[src/rtl/uart_reg_bridge.sv]
// Byte-level command responder: parses 'W'/'R' frames from the UART receiver,
// performs single 8-bit register bus accesses and returns one reply byte per frame.
module uart_reg_bridge #(
  parameter int unsigned TIMEOUT = 100000,
  parameter int unsigned TO_W    = 17
) (
  input  logic       clk,
  input  logic       rst,
  input  logic [7:0] rx_data_i,
  input  logic       rx_valid_i,
  output logic       rx_clr_o,
  output logic [7:0] tx_data_o,
  output logic       tx_start_o,
  input  logic       tx_busy_i,
  output logic [7:0] bus_addr_o,
  output logic [7:0] bus_wdata_o,
  output logic       bus_we_o,
  output logic       bus_re_o,
  input  logic [7:0] bus_rdata_i,
  output logic       err_o
);

  localparam logic [7:0] CMD_WR = 8'h57;
  localparam logic [7:0] CMD_RD = 8'h52;
  localparam logic [7:0] ACK    = 8'h06;
  localparam logic [7:0] NAK    = 8'h15;
  localparam logic [TO_W-1:0] TO_LAST = TO_W'(TIMEOUT - 1);

  typedef enum logic [2:0] {
    S_IDLE, S_ADDR, S_DATA, S_RDWAIT, S_TXGO, S_TXHOLD, S_TXWAIT
  } state_e;

  state_e          state_q;
  logic            guard_q;
  logic            is_read_q;
  logic [1:0]      phase_q;
  logic [TO_W-1:0] to_cnt_q;
  logic            rx_clr_q;
  logic            tx_start_q;
  logic [7:0]      tx_data_q;
  logic [7:0]      bus_addr_q;
  logic [7:0]      bus_wdata_q;
  logic            bus_we_q;
  logic            bus_re_q;
  logic            err_q;
  logic            consume;

  // The UART drops has_byte one cycle after clr_hb, so a just-cleared byte is masked.
  assign consume = rx_valid_i && !guard_q;

  always_ff @(posedge clk) begin
    if (rst) begin
      state_q     <= S_IDLE;
      guard_q     <= 1'b0;
      is_read_q   <= 1'b0;
      phase_q     <= 2'd0;
      to_cnt_q    <= '0;
      rx_clr_q    <= 1'b0;
      tx_start_q  <= 1'b0;
      tx_data_q   <= 8'h00;
      bus_addr_q  <= 8'h00;
      bus_wdata_q <= 8'h00;
      bus_we_q    <= 1'b0;
      bus_re_q    <= 1'b0;
      err_q       <= 1'b0;
    end else begin
      rx_clr_q   <= 1'b0;
      tx_start_q <= 1'b0;
      bus_we_q   <= 1'b0;
      bus_re_q   <= 1'b0;
      guard_q    <= 1'b0;
      case (state_q)
        S_IDLE: begin
          to_cnt_q <= '0;
          if (consume) begin
            rx_clr_q <= 1'b1;
            guard_q  <= 1'b1;
            if (rx_data_i == CMD_WR) begin
              is_read_q <= 1'b0;
              state_q   <= S_ADDR;
            end else if (rx_data_i == CMD_RD) begin
              is_read_q <= 1'b1;
              state_q   <= S_ADDR;
            end else begin
              tx_data_q <= NAK;
              err_q     <= 1'b1;
              state_q   <= S_TXGO;
            end
          end
        end
        S_ADDR, S_DATA: begin
          if (consume) begin
            rx_clr_q <= 1'b1;
            guard_q  <= 1'b1;
            to_cnt_q <= '0;
            if (state_q == S_ADDR) begin
              bus_addr_q <= rx_data_i;
              phase_q    <= 2'd0;
              state_q    <= is_read_q ? S_RDWAIT : S_DATA;
            end else begin
              bus_wdata_q <= rx_data_i;
              bus_we_q    <= 1'b1;
              tx_data_q   <= ACK;
              state_q     <= S_TXGO;
            end
          end else if (to_cnt_q == TO_LAST) begin
            // Partial frame abandoned by the host: drop silently, flag error.
            to_cnt_q <= '0;
            err_q    <= 1'b1;
            state_q  <= S_IDLE;
          end else begin
            to_cnt_q <= to_cnt_q + TO_W'(1);
          end
        end
        S_RDWAIT: begin
          // Phase 0 issues bus_re, phase 2 samples the data returned after it.
          case (phase_q)
            2'd0: begin
              bus_re_q <= 1'b1;
              phase_q  <= 2'd1;
            end
            2'd1: phase_q <= 2'd2;
            default: begin
              tx_data_q <= bus_rdata_i;
              state_q   <= S_TXGO;
            end
          endcase
        end
        S_TXGO: begin
          if (!tx_busy_i) begin
            tx_start_q <= 1'b1;
            phase_q    <= 2'd0;
            state_q    <= S_TXHOLD;
          end
        end
        S_TXHOLD: begin
          // Busy is not yet trustworthy while the UART registers the start.
          if (phase_q == 2'd1) begin
            state_q <= S_TXWAIT;
          end else begin
            phase_q <= 2'd1;
          end
        end
        S_TXWAIT: begin
          if (!tx_busy_i) begin
            state_q <= S_IDLE;
          end
        end
        default: state_q <= S_IDLE;
      endcase
    end
  end

  assign rx_clr_o    = rx_clr_q;
  assign tx_start_o  = tx_start_q;
  assign tx_data_o   = tx_data_q;
  assign bus_addr_o  = bus_addr_q;
  assign bus_wdata_o = bus_wdata_q;
  assign bus_we_o    = bus_we_q;
  assign bus_re_o    = bus_re_q;
  assign err_o       = err_q;

endmodule

[config.mk]
export PLATFORM = sky130hd
export DESIGN_NAME = uart_reg_bridge
export DESIGN_NICKNAME = d
export VERILOG_FILES = /design/src/rtl/uart_reg_bridge.sv
export SDC_FILE = /design/constraint.sdc
export NUM_CORES = 1
export LEC_CHECK = 0
export CORE_ASPECT_RATIO = 0.8
export CORE_MARGIN = 2
export CORE_UTILIZATION = 50
export CTS_CLUSTER_DIAMETER = 150
export DETAILED_ROUTE_END_ITERATION = 8
export PLACE_DENSITY = 0.78
export SETUP_SLACK_MARGIN = 0.3
export SYNTH_ARGS = -nofsm -noshare
export SYNTH_HDL_FRONTEND = slang
export SYNTH_SLANG_ARGS = --single-unit
[constraint.sdc]
create_clock -name clk -period 4.85 [get_ports clk]
set_input_delay 0.7275 -clock clk [delete_from_list [all_inputs] [get_ports clk]]
set_output_delay 0.7275 -clock clk [all_outputs]
set_load 0.05 [all_outputs]
-- Yosys cells after proc, flatten, opt, wreduce, memory -nomap -nowiden
Cells that the tools add are included.
- register bits after elaboration: 52
- input bits: 20
- output and inout bits: 29
- word-level logic and storage cells: 106
- add/subtract/negate cells: 1
- equal/unequal tests: 25
- muxes and demuxes: 40
- bitwise operators: 6
- reduce and logical (&&, ||, !) cells: 22
- operators by type and width (cell ; count):
    $mux 8 ; 6
    $mux 17 ; 2
    $pmux 17 s2 ; 1
    $mux 3 ; 10
    $ne 2x2->1 const B ; 13
    $pmux 8 s3 ; 1
    $pmux 3 s6 ; 1
    $reduce_and 6->1 ; 3
    $add 17x1->17 const B ; 1
    $eq 17x17->1 const B ; 1
    $eq 8x7->1 const B ; 2
    $mux 1 ; 12
    $reduce_or 2->1 ; 5
    $eq 3x3->1 const B ; 3
    $reduce_and 3->1 ; 3
    $mux 2 ; 4
    $pmux 2 s4 ; 1
    $reduce_and 7->1 ; 1
    $eq 3x2->1 const B ; 2
    $ne 3x3->1 const B ; 2
    $not 1->1 ; 6
    $reduce_or 3->1 ; 2
    $pmux 2 s2 ; 1
    $reduce_bool 2->1 ; 2
    other kinds (9) ; 9

-- Depth between registers and ports, before layout
Gate-level depths: netlist (run 1).
- depth in word-level cells: 5
- gate-level depth with buffers: 6

-- Worst setup path before layout (run 1)
OpenSTA, ideal clock, no wires.
- kind: register -> register
- from: reg to_cnt_q[6]
- to: reg state_q[0]
- library setup time: 0.123 ns
- data arrival time: 1.966 ns
- setup slack: 2.760 ns
- stages on the path, launching flop included: 5
- cells stage by stage: dfxtp_1 or4b_1 or4_4 a22o_1 mux2_1
- cells in the longest elaborated chain, start to end: 3
- RTL lines (what ; RTL line ; source):
    from (decl) ; 37 ; logic [TO_W-1:0] to_cnt_q;
    from (signal assigned) ; 112 ; to_cnt_q <= to_cnt_q + TO_W'(1);
    $eq 17x17->1 ; 106 ; end else if (to_cnt_q == TO_LAST) begin
    $ne 3x3->1 (no source line) ; - ;
    $reduce_and 6->1 (no source line) ; - ;
    to (signal assigned) ; 99 ; state_q <= is_read_q ? S_RDWAIT : S_DATA;
    to (decl) ; 33 ; state_e state_q;
No other way between the ends.
A chain may end at the register's enable or synchronous reset.

-- Worst setup path after layout (run 1)
- from: in rx_valid_i
- to: reg bus_wdata_q[2] (netlist: bus_wdata_o[2])
- cells in the longest elaborated chain, start to end: 2
- RTL lines (what ; RTL line ; source):
    from (decl) ; 10 ; input logic rx_valid_i,
    $logic_and 1x1->1 ; 49 ; assign consume = rx_valid_i && !guard_q;
    $reduce_and 3->1 (no source line) ; - ;
    to (signal assigned) ; 101 ; bus_wdata_q <= rx_data_i;
    to (decl) ; 42 ; logic [7:0] bus_wdata_q;
No other way between the ends.

==> flow_metrics.env, run 1 <==
export IMPL_status="finished, final reports clean"
export IMPL_finalHoldViolCount=0
export IMPL_post_cts_buffers=0
export IMPL_finalCritPeriodShare=0.540
export IMPL_dieArea_um2=5540
export IMPL_avgSynthCellArea_um2=8.66
export IMPL_syn_num_nets=307
export IMPL_final_cell_mix="52 x dfxtp_1, 48 x clkdlybuf4s50_1, 27 x nor2_1, 27 x nand2_1, 22 x mux2i_1"
export IMPL_fmaxAchievable_ghz=0.382
export IMPL_diodes=0
export IMPL_critPathKind="input pin to flop"
export IMPL_grt_max_degree=41
export IMPL_via_count=2279
export IMPL_dr_pass1_iters=4
export IMPL_gp_congestion=0.889
export IMPL_fin_setup_tns_ps=0
export IMPL_synth_async_reset_ratio=0
export IMPL_utilization=0.672
export IMPL_clk_path_buf_depth=2
export IMPL_grtUsageTotal=0.230
export IMPL_yosysTopAreaCell="dfxtp_1"
export IMPL_post_dp_hpwl_um=4070
export IMPL_ant_nets=0
export IMPL_rsz0062_at_grt="no"
export IMPL_antenna_found_initial=0
export IMPL_p_comb_frac=0.274
export IMPL_cts_tree="done"
export IMPL_ios=49
export IMPL_cts_buffers=5
export IMPL_grt_pass1_vias=2062
export IMPL_cap_violations=0
export IMPL_swShare=0.328
export IMPL_nets=349
export IMPL_cts_resized=0
export IMPL_vias_per_cell=5.86
export IMPL_vdd_ir_drop_max_uv=233
export IMPL_grt_first_pass_wirelength_um=9770
export IMPL_ys_types=52
export IMPL_power_density_nw_per_um2=396
export IMPL_drc=0
export IMPL_drive_gt1_frac=0.0517
export IMPL_synth_top_cell_area_share=0.420
export IMPL_clock_latency_ps=310
export IMPL_finalSetupViolCount=0
export IMPL_root_buffer="clkbuf_8"
export IMPL_fp_dieH_um=67.0
export IMPL_io_buffers=48
export IMPL_hold_buffers=0
export IMPL_syn_area_um2=2480
export IMPL_synth_main_ff_cell="dfxtp_1"
export IMPL_worst_pin_slew_ps=783
export IMPL_die_x_um=82.7
export IMPL_p_leak_nw=1.15
export IMPL_min_period_ps=2620
export IMPL_finalPower_w=0.00124
export IMPL_synth_edf_count=0
export IMPL_synth_ff_latch_count=52
export IMPL_num_rows=22
export IMPL_drv_slew=0
export IMPL_wirelength_um=5840
export IMPL_mostFrequentLayoutCell="dfxtp_1"
export IMPL_cts_max_level=2
export IMPL_clkPwrFrac=0.324
export IMPL_fill_cells=405
export IMPL_cp_end_kind="flop"
export IMPL_cp_max_fo=9
export IMPL_p_switching_w=0.000408
export IMPL_hp_class="flop to flop"
export IMPL_synthCells=286
export IMPL_skew_ps=4.81
export IMPL_start_util=0.529
export IMPL_critPathArrivalTime_ps=2810
export IMPL_core_area_um2=4680
export IMPL_cts_sinks=52
export IMPL_seq_power_share=0.402
export IMPL_crit_required_ps=5040
export IMPL_yosysWarnings=0
export IMPL_synthTopCellsByArea="dfxtp_1 42%, mux2i_1 8.9%, nand2_1 4.1%"
export IMPL_syn2layout_area_growth_pct=26.9
export IMPL_drt_initial_drc_count=151
export IMPL_relSlewSlack=0.474
export IMPL_p_int_w=0.000837
export IMPL_seq_area_frac_synth=0.420
export IMPL_path_clk_slew_ps=90
export IMPL_cp_start_kind="input pin"
export IMPL_grt_overflow_total=0
export IMPL_wl_per_cell_um=15.0
==> worst max-delay path, cell delays in order <==
cell,delay [ps]
clkdlybuf4s50_1,510
nor3b_1,590
nand3_1,590
mux2i_1,330
nor2_1,60
==> synthesized netlist by cell type (3+ instances only) <==
cell type	instances
nor3b_1	3
xnor2_1	9
nor2_1	27
mux2i_1	22
a221oi_1	3
nor4_1	9
nor3_1	17
nand2_1	27
or3_1	3
o21ai_0	4
nand4_1	8
nand3_1	17
nand2b_1	5
dfxtp_1	52
clkbuf_1	14
nor2b_1	5
inv_1	10
a21oi_1	7
==> flip-flops by register name, summed over array words and instances, names as in the netlist <==
| register | count |
|---|---|
| bus_addr_o | 8 |
| bus_re_o | 1 |
| bus_wdata_o | 8 |
| bus_we_o | 1 |
| err_o | 1 |
| is_read_q | 1 |
| phase_q | 2 |
| rx_clr_o | 1 |
| state_q | 3 |
| to_cnt_q | 17 |
| tx_data_o | 8 |
| tx_start_o | 1 |
==> cell type report <==
| cell class | count | area, um^2 | share of cell area |
|---|---|---|---|
| inverter | 10 | 37.5 | 0.0119 |
| sequential | 52 | 1040 | 0.331 |
| multi-input combinational | 209 | 1340 | 0.425 |
| clock buffer | 5 | 68.8 | 0.0219 |
| tap | 60 | 75.1 | 0.0239 |
| clock inverter | 3 | 90.1 | 0.0287 |
| timing repair buffer | 50 | 495 | 0.158 |
==> per-stage QoR <==
| step | hold slack, ps | cell area [um^2] | setup slack (ps) | std cells |
|---|---|---|---|---|
| after global placement | 452 | 2980 | 2010 | 381 |
| after detailed placement | 457 | 2980 | 1920 | 381 |
| final | 467 | 3140 | 2230 | 389 |
| after floorplan | 433 | 2480 | 2760 | 286 |
| after global routing | 494 | 3140 | 2090 | 389 |
| after CTS | 473 | 3140 | 2260 | 389 |
==> final timing paths <==
kind / startpoint / cells after the start / slack, ps / endpoint
max: rx_valid_i / 5 / 2230 / bus_wdata_o[2]$_SDFFE_PP0P_
min: tx_data_o[6]$_SDFFE_PP0P_ / 2 / 470 / tx_data_o[6]$_SDFFE_PP0P_
max reg2reg: to_cnt_q[12]$_SDFFE_PP0P_ / 4 / 2540 / state_q[0]$_SDFFE_PP0P_
min reg2reg: tx_data_o[6]$_SDFFE_PP0P_ / 2 / 470 / tx_data_o[6]$_SDFFE_PP0P_
==> metal layers <==
metal,GRT usage,part of all wire
met1,0.340,0.49
met2,0.333,0.45
met3,0.0420,0.046
met4,0.0738,0.011
met5,0,0
==> power by group through the flow <==
stage / logic [W] / clock network [W] / registers, W
final: 0.000340 / 0.000404 / 0.000500
after floorplan: 0.000180 / 0 / 0.000562
after CTS: 0.000341 / 0.000411 / 0.000499
after global routing: 0.000365 / 0.000430 / 0.000506
after global placement: 0.000333 / 0 / 0.000508
after detailed placement: 0.000339 / 0 / 0.000508
==> kinds of logic (layout without fill, tap and decap cells) <==
family	Yosys count	count (layout)	share of synthesized area
compound gates	39	39	0.119
xor+xnor	10	10	0.0354
fa+ha+maj	1	1	0.00505
buf+inv	25	68	0.0409
flops	52	52	0.420
mux	23	23	0.0934
simple gates	136	136	0.286
Power figures use the tool's default switching activity.
==> inputs of run 2 (changes only) <==
--- a/config.mk
+++ b/config.mk
@@ -7,10 +7,10 @@
 export LEC_CHECK = 0
 export CORE_ASPECT_RATIO = 0.8
 export CORE_MARGIN = 2
-export CORE_UTILIZATION = 50
+export CORE_UTILIZATION = 46
 export CTS_CLUSTER_DIAMETER = 150
 export DETAILED_ROUTE_END_ITERATION = 8
-export PLACE_DENSITY = 0.78
+export PLACE_DENSITY = 0.75
 export SETUP_SLACK_MARGIN = 0.3
 export SYNTH_ARGS = -nofsm -noshare
 export SYNTH_HDL_FRONTEND = slang
==> constraint.sdc (replaced) <==
create_clock -name clk -period 2.3 [get_ports clk]
set_input_delay 0.345 -clock clk [delete_from_list [all_inputs] [get_ports clk]]
set_output_delay 0.345 -clock clk [all_outputs]
set_load 0.05 [all_outputs]
==> flow_metrics.env, run 2 (synthesis gave the netlist of run 1 again) <==
export IMPL_status="finished, final reports clean"
export IMPL_critPathKind="flop to flop"
export IMPL_fmaxAchievable_ghz=0.475
export IMPL_die_x_um=86.1
export IMPL_clk_path_buf_depth=2
export IMPL_via_count=2353
export IMPL_finalCritPeriodShare=0.915
export IMPL_grt_first_pass_wirelength_um=11000
export IMPL_io_buffers=48
export IMPL_seq_power_share=0.410
export IMPL_cts_tree="done"
export IMPL_path_clk_slew_ps=100
export IMPL_num_rows=23
export IMPL_crit_required_ps=2500
export IMPL_drive_gt1_frac=0.135
export IMPL_wirelength_um=6310
export IMPL_drt_initial_drc_count=208
export IMPL_drc=0
export IMPL_grtUsageTotal=0.225
export IMPL_cp_num_buf_inv=0
export IMPL_grt_pass1_vias=2205
export IMPL_finalSetupViolCount=0
export IMPL_largest_register_ffs=17
export IMPL_grt_max_degree=28
export IMPL_p_comb_frac=0.343
export IMPL_swShare=0.354
export IMPL_p_switching_w=0.000898
export IMPL_rsz0062_at_grt="yes"
export IMPL_cp_max_fo=6
export IMPL_skew_ps=7.00
export IMPL_gp_congestion=0.866
export IMPL_crit_slowest_cell="or4_4"
export IMPL_syn2layout_area_growth_pct=32.4
export IMPL_cts_buffers=5
export IMPL_startpoint="to_cnt_q[13]$_SDFFE_PP0P_"
export IMPL_dieArea_um2=5990
export IMPL_wl_per_cell_um=15.4
export IMPL_worst_pin_slew_ps=569
export IMPL_vdd_ir_drop_max_uv=450
export IMPL_reg2reg_from="to_cnt_q[13]$_SDFFE_PP0P_"
export IMPL_finalPower_w=0.00254
export IMPL_hp_class="flop to flop"
export IMPL_critPathArrivalTime_ps=2310
export IMPL_root_buffer="clkbuf_8"
export IMPL_critPathMaxStageDelay_ps=550
export IMPL_vias_per_cell=5.74
export IMPL_grt_overflow_total=0
export IMPL_fin_setup_tns_ps=0
export IMPL_dr_pass1_iters=4
export IMPL_min_period_ps=2100
export IMPL_diodes=0
export IMPL_post_dp_hpwl_um=4400
export IMPL_top_register="to_cnt_q"
export IMPL_core_area_um2=5090
export IMPL_ant_nets=0
export IMPL_p_leak_nw=1.24
export IMPL_cts_sinks=52
export IMPL_finalHoldViolCount=0
export IMPL_cp_start_kind="flop"
export IMPL_cts_max_level=2
export IMPL_nets=368
export IMPL_utilization=0.644
export IMPL_cp_end_kind="flop"
export IMPL_antenna_found_initial=0
export IMPL_crit_family="simple AND/OR/NAND/NOR gates"
export IMPL_final_cell_mix="48 x clkdlybuf4s50_1, 47 x dfxtp_1, 27 x nor2_1, 27 x nand2_1, 22 x mux2i_1"
export IMPL_fp_dieH_um=69.6
export IMPL_power_density_nw_per_um2=774
export IMPL_p_int_w=0.00164
export IMPL_min_from="tx_data_o[7]$_SDFFE_PP0P_"
export IMPL_cap_violations=0
export IMPL_start_util=0.486
export IMPL_clkPwrFrac=0.247
export IMPL_hold_buffers=0
export IMPL_drv_slew=0
export IMPL_clock_latency_ps=310
export IMPL_relSlewSlack=0.620
export IMPL_crit_chain="or4b_4, or4_4, a22o_4, mux2_4"
export IMPL_mostFrequentLayoutCell="clkdlybuf4s50_1"
export IMPL_ios=49
run 2: cell types whose count changed in the layout (fill, tap and decap cells not counted), sizes merged:
cell      delta
buf         +19
bufinv       -2
clkinv       +1
clkinvlp     +1
run 2: repair_timing:
action | in CTS | in global routing
setup endpoints to repair | 13 | 19
setup buffers | 5 | 0
resized for setup | 8 | 2
pin swaps | 3 | 0
run 2: path summary, 6_finish.rpt:
kind	endpoint	slack (ps)	depth (start not counted)
worst max-delay path	state_q[0]$_SDFFE_PP0P_	200	4
worst min-delay path	tx_data_o[7]$_SDFFE_PP0P_	460	2
worst max register to register	state_q[0]$_SDFFE_PP0P_	200	4
worst min register to register	tx_data_o[7]$_SDFFE_PP0P_	460	2
run 2: worst register-to-register path: cells and delay by family, from the launching register on:
kind / cells / cell delay (ps)
simple gates: 2 / 1070
flops: 1 / 360
mux: 1 / 290
compound gates: 1 / 280
run 2: power by group through the flow:
stage | sequential (W) | combinational [W] | clock (W)
global placement | 0.00105 | 0.000800 | 0
detailed placement | 0.00106 | 0.000799 | 0
global route | 0.00105 | 0.000937 | 0.000681
floorplan | 0.00119 | 0.000380 | 0
finish | 0.00104 | 0.000870 | 0.000628
CTS | 0.00104 | 0.000842 | 0.000646
run 2: per-layer routing:
layer	track usage	part of all wire
met5	0	0
met4	0.0670	0.0054
met3	0.0571	0.068
met2	0.321	0.43
met1	0.332	0.50
run 2: through the flow:
step / instances / area (um^2) / hold slack (ps) / setup slack (ps)
5_1_grt: 410 / 3280 / 495 / 162
6_report: 410 / 3280 / 463 / 195
4_1_cts: 410 / 3270 / 470 / 216
2_1_floorplan: 286 / 2480 / 423 / 240
3_5_place_dp: 397 / 3090 / 457 / 130
3_3_place_gp: 397 / 3090 / 444 / 157
run 2: cell type report:
| cell class | instances | area [um^2] |
|---|---|---|
| Fill cell | 416 | 1810 |
| Multi-Input combinational cell | 209 | 1360 |
| Sequential cell | 52 | 1050 |
| Timing Repair Buffer | 69 | 642 |
| Tap cell | 62 | 77.6 |
| Clock buffer | 5 | 68.8 |
| Clock inverter | 3 | 42.5 |
| Inverter | 10 | 37.5 |
==> inputs of run 3 (changes only) <==
--- a/config.mk
+++ b/config.mk
@@ -5,11 +5,11 @@
 export SDC_FILE = /design/constraint.sdc
 export NUM_CORES = 1
 export LEC_CHECK = 0
-export CORE_ASPECT_RATIO = 0.8
+export CORE_ASPECT_RATIO = 2
 export CORE_MARGIN = 2
 export CORE_UTILIZATION = 46
-export CTS_CLUSTER_DIAMETER = 150
 export DETAILED_ROUTE_END_ITERATION = 8
+export GPL_TIMING_DRIVEN = 0
 export PLACE_DENSITY = 0.75
 export SETUP_SLACK_MARGIN = 0.3
 export SYNTH_ARGS = -nofsm -noshare
==> flow_metrics.env, run 3 (synthesis gave the netlist of run 1 again) <==
export IMPL_status="finished, final reports clean"
export IMPL_critPathArrivalTime_ps=2330
export IMPL_finalCritPeriodShare=0.925
export IMPL_vdd_ir_drop_max_uv=517
export IMPL_dr_pass1_iters=5
export IMPL_crit_required_ps=2500
export IMPL_crit_chain="or4b_4, or4_4, a22o_1, mux2_4"
export IMPL_mostFrequentLayoutCell="clkdlybuf4s50_1"
export IMPL_syn2layout_area_growth_pct=33.0
export IMPL_hold_ws_ps=464
export IMPL_clkPwrFrac=0.216
export IMPL_post_dp_hpwl_um=5010
export IMPL_p_switching_w=0.000934
export IMPL_power_density_nw_per_um2=744
export IMPL_num_rows=37
export IMPL_io_buffers=48
export IMPL_swShare=0.381
export IMPL_rsz0062_at_grt="yes"
export IMPL_relSlewSlack=0.568
export IMPL_core_area_um2=5180
export IMPL_crit_family="simple AND/OR/NAND/NOR gates"
export IMPL_crit_slowest_cell="or4_4"
export IMPL_clock_latency_ps=310
export IMPL_rr_worst_depth=4
export IMPL_dieArea_um2=6020
export IMPL_finalHoldViolCount=0
export IMPL_grtUsageTotal=0.238
export IMPL_cts_buffers=5
export IMPL_gp_congestion=0.892
export IMPL_seq_power_share=0.415
export IMPL_dpl_cell_count=392
export IMPL_min_period_ps=2130
export IMPL_nets=370
export IMPL_via_count=2428
export IMPL_start_util=0.478
export IMPL_stdcell_count=408
export IMPL_cp_end_kind="flop"
export IMPL_ant_nets=0
export IMPL_finalSetupViolCount=0
export IMPL_cts_max_level=2
export IMPL_drive_gt1_frac=0.134
export IMPL_min_path_cells=2
export IMPL_skew_ps=7.65
export IMPL_final_cell_mix="48 x clkdlybuf4s50_1, 44 x dfxtp_1, 27 x nor2_1, 27 x nand2_1, 22 x mux2i_1"
export IMPL_cp_num_buf_inv=0
export IMPL_fp_dieH_um=108
export IMPL_drt_initial_drc_count=103
export IMPL_worst_pin_slew_ps=643
export IMPL_grt_pass1_vias=2559
export IMPL_cp_start_kind="flop"
export IMPL_clk_path_buf_depth=2
export IMPL_p_int_w=0.00152
export IMPL_root_buffer="clkbuf_8"
export IMPL_antenna_found_initial=0
export IMPL_critPathMaxStageDelay_ps=580
export IMPL_top_register="to_cnt_q"
export IMPL_vias_per_cell=5.95
export IMPL_cap_violations=0
export IMPL_cts_tree="done"
export IMPL_drv_slew=0
export IMPL_largest_register_ffs=17
export IMPL_path_clk_slew_ps=90
export IMPL_grt_first_pass_wirelength_um=11500
export IMPL_wirelength_um=6840
export IMPL_fmaxAchievable_ghz=0.470
export IMPL_hp_class="flop to flop"
export IMPL_ios=49
export IMPL_cp_depth=4
export IMPL_diodes=0
export IMPL_fin_setup_tns_ps=0
export IMPL_wl_per_cell_um=16.8
export IMPL_grt_max_degree=17
export IMPL_critPathKind="flop to flop"
export IMPL_cts_sinks=52
export IMPL_p_leak_nw=1.22
export IMPL_fill_cells=455
export IMPL_cp_max_fo=4
export IMPL_grt_overflow_total=0
export IMPL_die_x_um=55.9
export IMPL_p_comb_frac=0.368
export IMPL_drc=0
run 3: tightest hold or removal path, delay by kind of cell (launching register included):
family                 cells  cell delay, ps
DFF                        1             320
buffers and inverters      1              50
AOI/OAI and AO/OA          1              50
run 3: per-layer routing:
metal  up-vias  share of wire  global-route usage
met5         -              0                   0
met3        29          0.042              0.0421
met1      1141           0.35               0.226
met2        86           0.57               0.457
li1       1172              -                   -
met4         0          0.045               0.146
run 3: stage by stage:
stage	total power (W)	setup WS [ps]	util	cell area (um^2)
final	0.00245	173	0.636	3300
after global placement	0.00181	-317	0.585	3030
after floorplan	0.00157	240	-	2480
after CTS	0.00241	191	0.625	3240
after detailed placement	0.00182	-341	0.585	3030
after global routing	0.00255	138	0.636	3300
run 3: area by class of cell:
type	count	area, um^2	share of cell area
clock buffers	6	72.6	0.0220
repair buffers	56	561	0.170
clock inverters	2	16.3	0.00494
flip-flops and latches	52	1060	0.320
well taps	58	72.6	0.0220
inverters	10	37.5	0.0114
plain buffers	15	72.6	0.0220
multi-input cells	209	1410	0.427
run 3: worst paths after layout:
path / startpoint / end / slack, ps
max reg2reg: to_cnt_q[8]$_SDFFE_PP0P_ / state_q[0]$_SDFFE_PP0P_ / 170
min: tx_data_o[2]$_SDFFE_PP0P_ / tx_data_o[2]$_SDFFE_PP0P_ / 460
max: to_cnt_q[8]$_SDFFE_PP0P_ / state_q[0]$_SDFFE_PP0P_ / 170
min reg2reg: tx_data_o[2]$_SDFFE_PP0P_ / tx_data_o[2]$_SDFFE_PP0P_ / 460
run 3: repair_timing:
| action | in CTS | in global routing |
|---|---|---|
| endpoints found under the setup margin | 38 | 36 |
| hold endpoints to repair | 0 | 0 |
| resized for setup | 20 | 15 |
| pin swaps | 2 | 4 |
| hold buffers | 0 | 0 |
| buffers inserted | 7 | 1 |
run 3: power groups by stage:
stage          sequential, W  combinational (W)  clock (W)
2_1_floorplan        0.00119           0.000380          0
3_3_place_gp         0.00104           0.000772          0
3_5_place_dp         0.00104           0.000775          0
4_1_cts              0.00102           0.000862   0.000527
5_1_grt              0.00103           0.000964   0.000558
6_report             0.00102           0.000904   0.000531
==> RTL change: new RTL, settings of run 1 <==
Re-encode `state_e` (7 states) as one-hot, 7 bits wide.
--- a/src/rtl/uart_reg_bridge.sv
+++ b/src/rtl/uart_reg_bridge.sv
@@ -27,6 +27,6 @@
   localparam logic [TO_W-1:0] TO_LAST = TO_W'(TIMEOUT - 1);
 
-  typedef enum logic [2:0] {
-    S_IDLE, S_ADDR, S_DATA, S_RDWAIT, S_TXGO, S_TXHOLD, S_TXWAIT
+  typedef enum logic [6:0] {
+    S_IDLE = 7'b0000001, S_ADDR = 7'b0000010, S_DATA = 7'b0000100, S_RDWAIT = 7'b0001000, S_TXGO = 7'b0010000, S_TXHOLD = 7'b0100000, S_TXWAIT = 7'b1000000
   } state_e;
 
Function: no difference found for any inputs over 10 cycles, from zero or initial values and one cycle with rst high; not proved beyond that.
==> RTL change against run 1 <==
Combinational power grew 9.7%; synthesized cell count grew 5.2%; area after synthesis up 7.2%; sequential cell count grew 4; global-route usage down 2.5 points; design area up 4.1%; total power decreased by 3.4%; worst setup slack got worse by 0.085 ns; wire length increased by 1.1%; critical path type unchanged; largest cell class unchanged; largest power group unchanged.
==> RTL change: results (changes against run 1) <==
Route:
- The first-pass iteration count of the detailed router came to 5 (was 4).
- The initial detailed-routing violation count is 130 (was 151).
- The vias after detailed routing is 2315 (was 2279).
- The aggregate routed wire length was 5910 µm (was 5844 µm).

Run status:
- Result of the run: complete, no violations (unchanged).

Final layout:
- The layout cell share with drive strength beyond 1 is 4.651% (was 5.167%).
- The number of nets in the final layout came to 364 (was 349).
- The filler cell count is 430 (was 405).
- The number of antenna repair diodes is 0 (unchanged).
- The filler-free cell count of the finished design came to 406 (was 389).
- The area taken by flip-flops and latches is 1121 µm² (was 1041 µm²).

GRT:
- The overall fraction of global-route tracks in use is 20.45% (was 22.97%).
- The first-pass GRT wire length is 9922 µm (was 9770 µm).
- The largest net degree at the start of global routing is 39 (was 41).
- The number of global-route vias before repair was 2109 (was 2062).

Synth:
- List of most frequent post-synthesis cells: 56 x sky130_fd_sc_hd__dfxtp_1, 43 x sky130_fd_sc_hd__nor2_1, 20 x sky130_fd_sc_hd__mux2i_1, 20 x sky130_fd_sc_hd__nand2_1, 13 x sky130_fd_sc_hd__xor2_1 (was 52 x sky130_fd_sc_hd__dfxtp_1, 27 x sky130_fd_sc_hd__nand2_1, 27 x sky130_fd_sc_hd__nor2_1, 22 x sky130_fd_sc_hd__mux2i_1).
- The total number of yosys warnings is 0 (unchanged).
- Main area contributors after synthesis: sky130_fd_sc_hd__dfxtp_1 42%, sky130_fd_sc_hd__mux2i_1 7.5%, sky130_fd_sc_hd__nor2_1 6.1% (was sky130_fd_sc_hd__dfxtp_1 42%, sky130_fd_sc_hd__mux2i_1 8.9%, sky130_fd_sc_hd__nand2_1 4.1%).
- The average cell area after synthesis is 8.821 µm² (was 8.662 µm²).
- The unique cell type count in the Yosys netlist is 57 (was 52).
- The sequential-to-total area share from yosys stat is 42.22% (was 42.02%).
- The top flip-flop cell by instance count after synthesis is sky130_fd_sc_hd__dfxtp_1 (unchanged).
- The post-synthesis net count is 322 (was 307).

Clocking:
- The cts-stage hold buffer count is 0 (unchanged).
- The number of buffers added for setup after CTS is 0 (unchanged).
- The H-tree depth is 2 (unchanged).
- The clock insertion delay at the later pin of the skew report is 0.32 ns.
- The number of buffers between clock root and the deepest sink is 2 (unchanged).

STA:
- The worst-case clock skew came to 0.01136 ns (was 0.004815 ns).
- The achievable frequency is 369.7 MHz (was 381.7 MHz).
- The remaining max-slew budget at the tightest pin is 39.25% (was 47.45%).

Power:
- The largest vdd supply drop is 0.2269 mV (was 0.2325 mV).
- The leakage component of the power came to 1.243 nW (was 1.153 nW).
- The power dissipated by switching net loads is 0.4216 mW (was 0.4079 mW).

Placement:
- The HPWL reported at the end of detailed placement is 4158 µm (was 4066 µm).
- The number of placed instances, taps included is 398 (was 381).
- The count of input and output buffers is 48 (unchanged).
- The worst setup timing slack at the placement stage is 1.892 ns (was 1.915 ns).
- The final weighted congestion of routability-driven global placement is 0.8580 (was 0.8888).
- The standard cell area after detailed placement came to 3159 µm² (was 2984 µm²).

Worst setup path:
- The arrival time reported for the critical path endpoint is 2.95 ns (was 2.81 ns).

Worst hold path:
- The class of the most critical hold timing path is reg2reg (unchanged).
RTL change: logic make-up after synthesis:
logic type	count (synthesis)	synth area share (%)
AOI/OAI and AO/OA	47	12.21
xor gates and xnor gates	18	5.938
adders and majority gates	1	0.4712
buffers and inverters	19	3.015
DFF	56	42.22
muxes	22	8.388
and+or+nand+nor	138	27.76
RTL change: routing by layer:
| layer | global-route usage, % | share of wire (%) |
|---|---|---|
| met1 | 29.98 | 49 |
| met2 | 30.03 | 44 |
| met3 | 6.071 | 6.1 |
| met4 | 3.704 | 0.56 |
| met5 | 0 | 0 |
RTL change: power groups by stage:
stage,combinational [mW],clock (mW),sequential [mW]
global placement,0.369,0,0.529
floorplan,0.221,0,0.578
CTS,0.371,0.318,0.519
global route,0.405,0.337,0.524
finish,0.373,0.309,0.520
detailed placement,0.369,0,0.530
RTL change: cell type report:
cell class	count	share of cell area, %
Multi-Input combinational cell	226	44.45
Sequential cell	56	34.28
Tap cell	62	2.372
Inverter	5	0.5738
Clock inverter	2	1.186
Timing Repair Buffer	49	14.92
Clock buffer	6	2.219
RTL change: final timing paths:
kind / from / endpoint / slack [ns] / depth (start not counted)
worst max-delay path: rx_valid_i / tx_data_o[3] / 2.15 / 6
worst min-delay path: tx_data_o[1] / tx_data_o[1] / 0.46 / 2
worst min register to register: tx_data_o[1] / tx_data_o[1] / 0.46 / 2
worst max register to register: to_cnt_q[5] / to_cnt_q[8] / 2.37 / 5
RTL change: critical path, cell delays in order:
cell	delay, ns
sky130_fd_sc_hd__clkdlybuf4s50_1	0.48
sky130_fd_sc_hd__nor2b_1	0.46
sky130_fd_sc_hd__o21ai_0	0.14
sky130_fd_sc_hd__a22oi_1	0.39
sky130_fd_sc_hd__and3_1	0.50
sky130_fd_sc_hd__mux2i_1	0.24
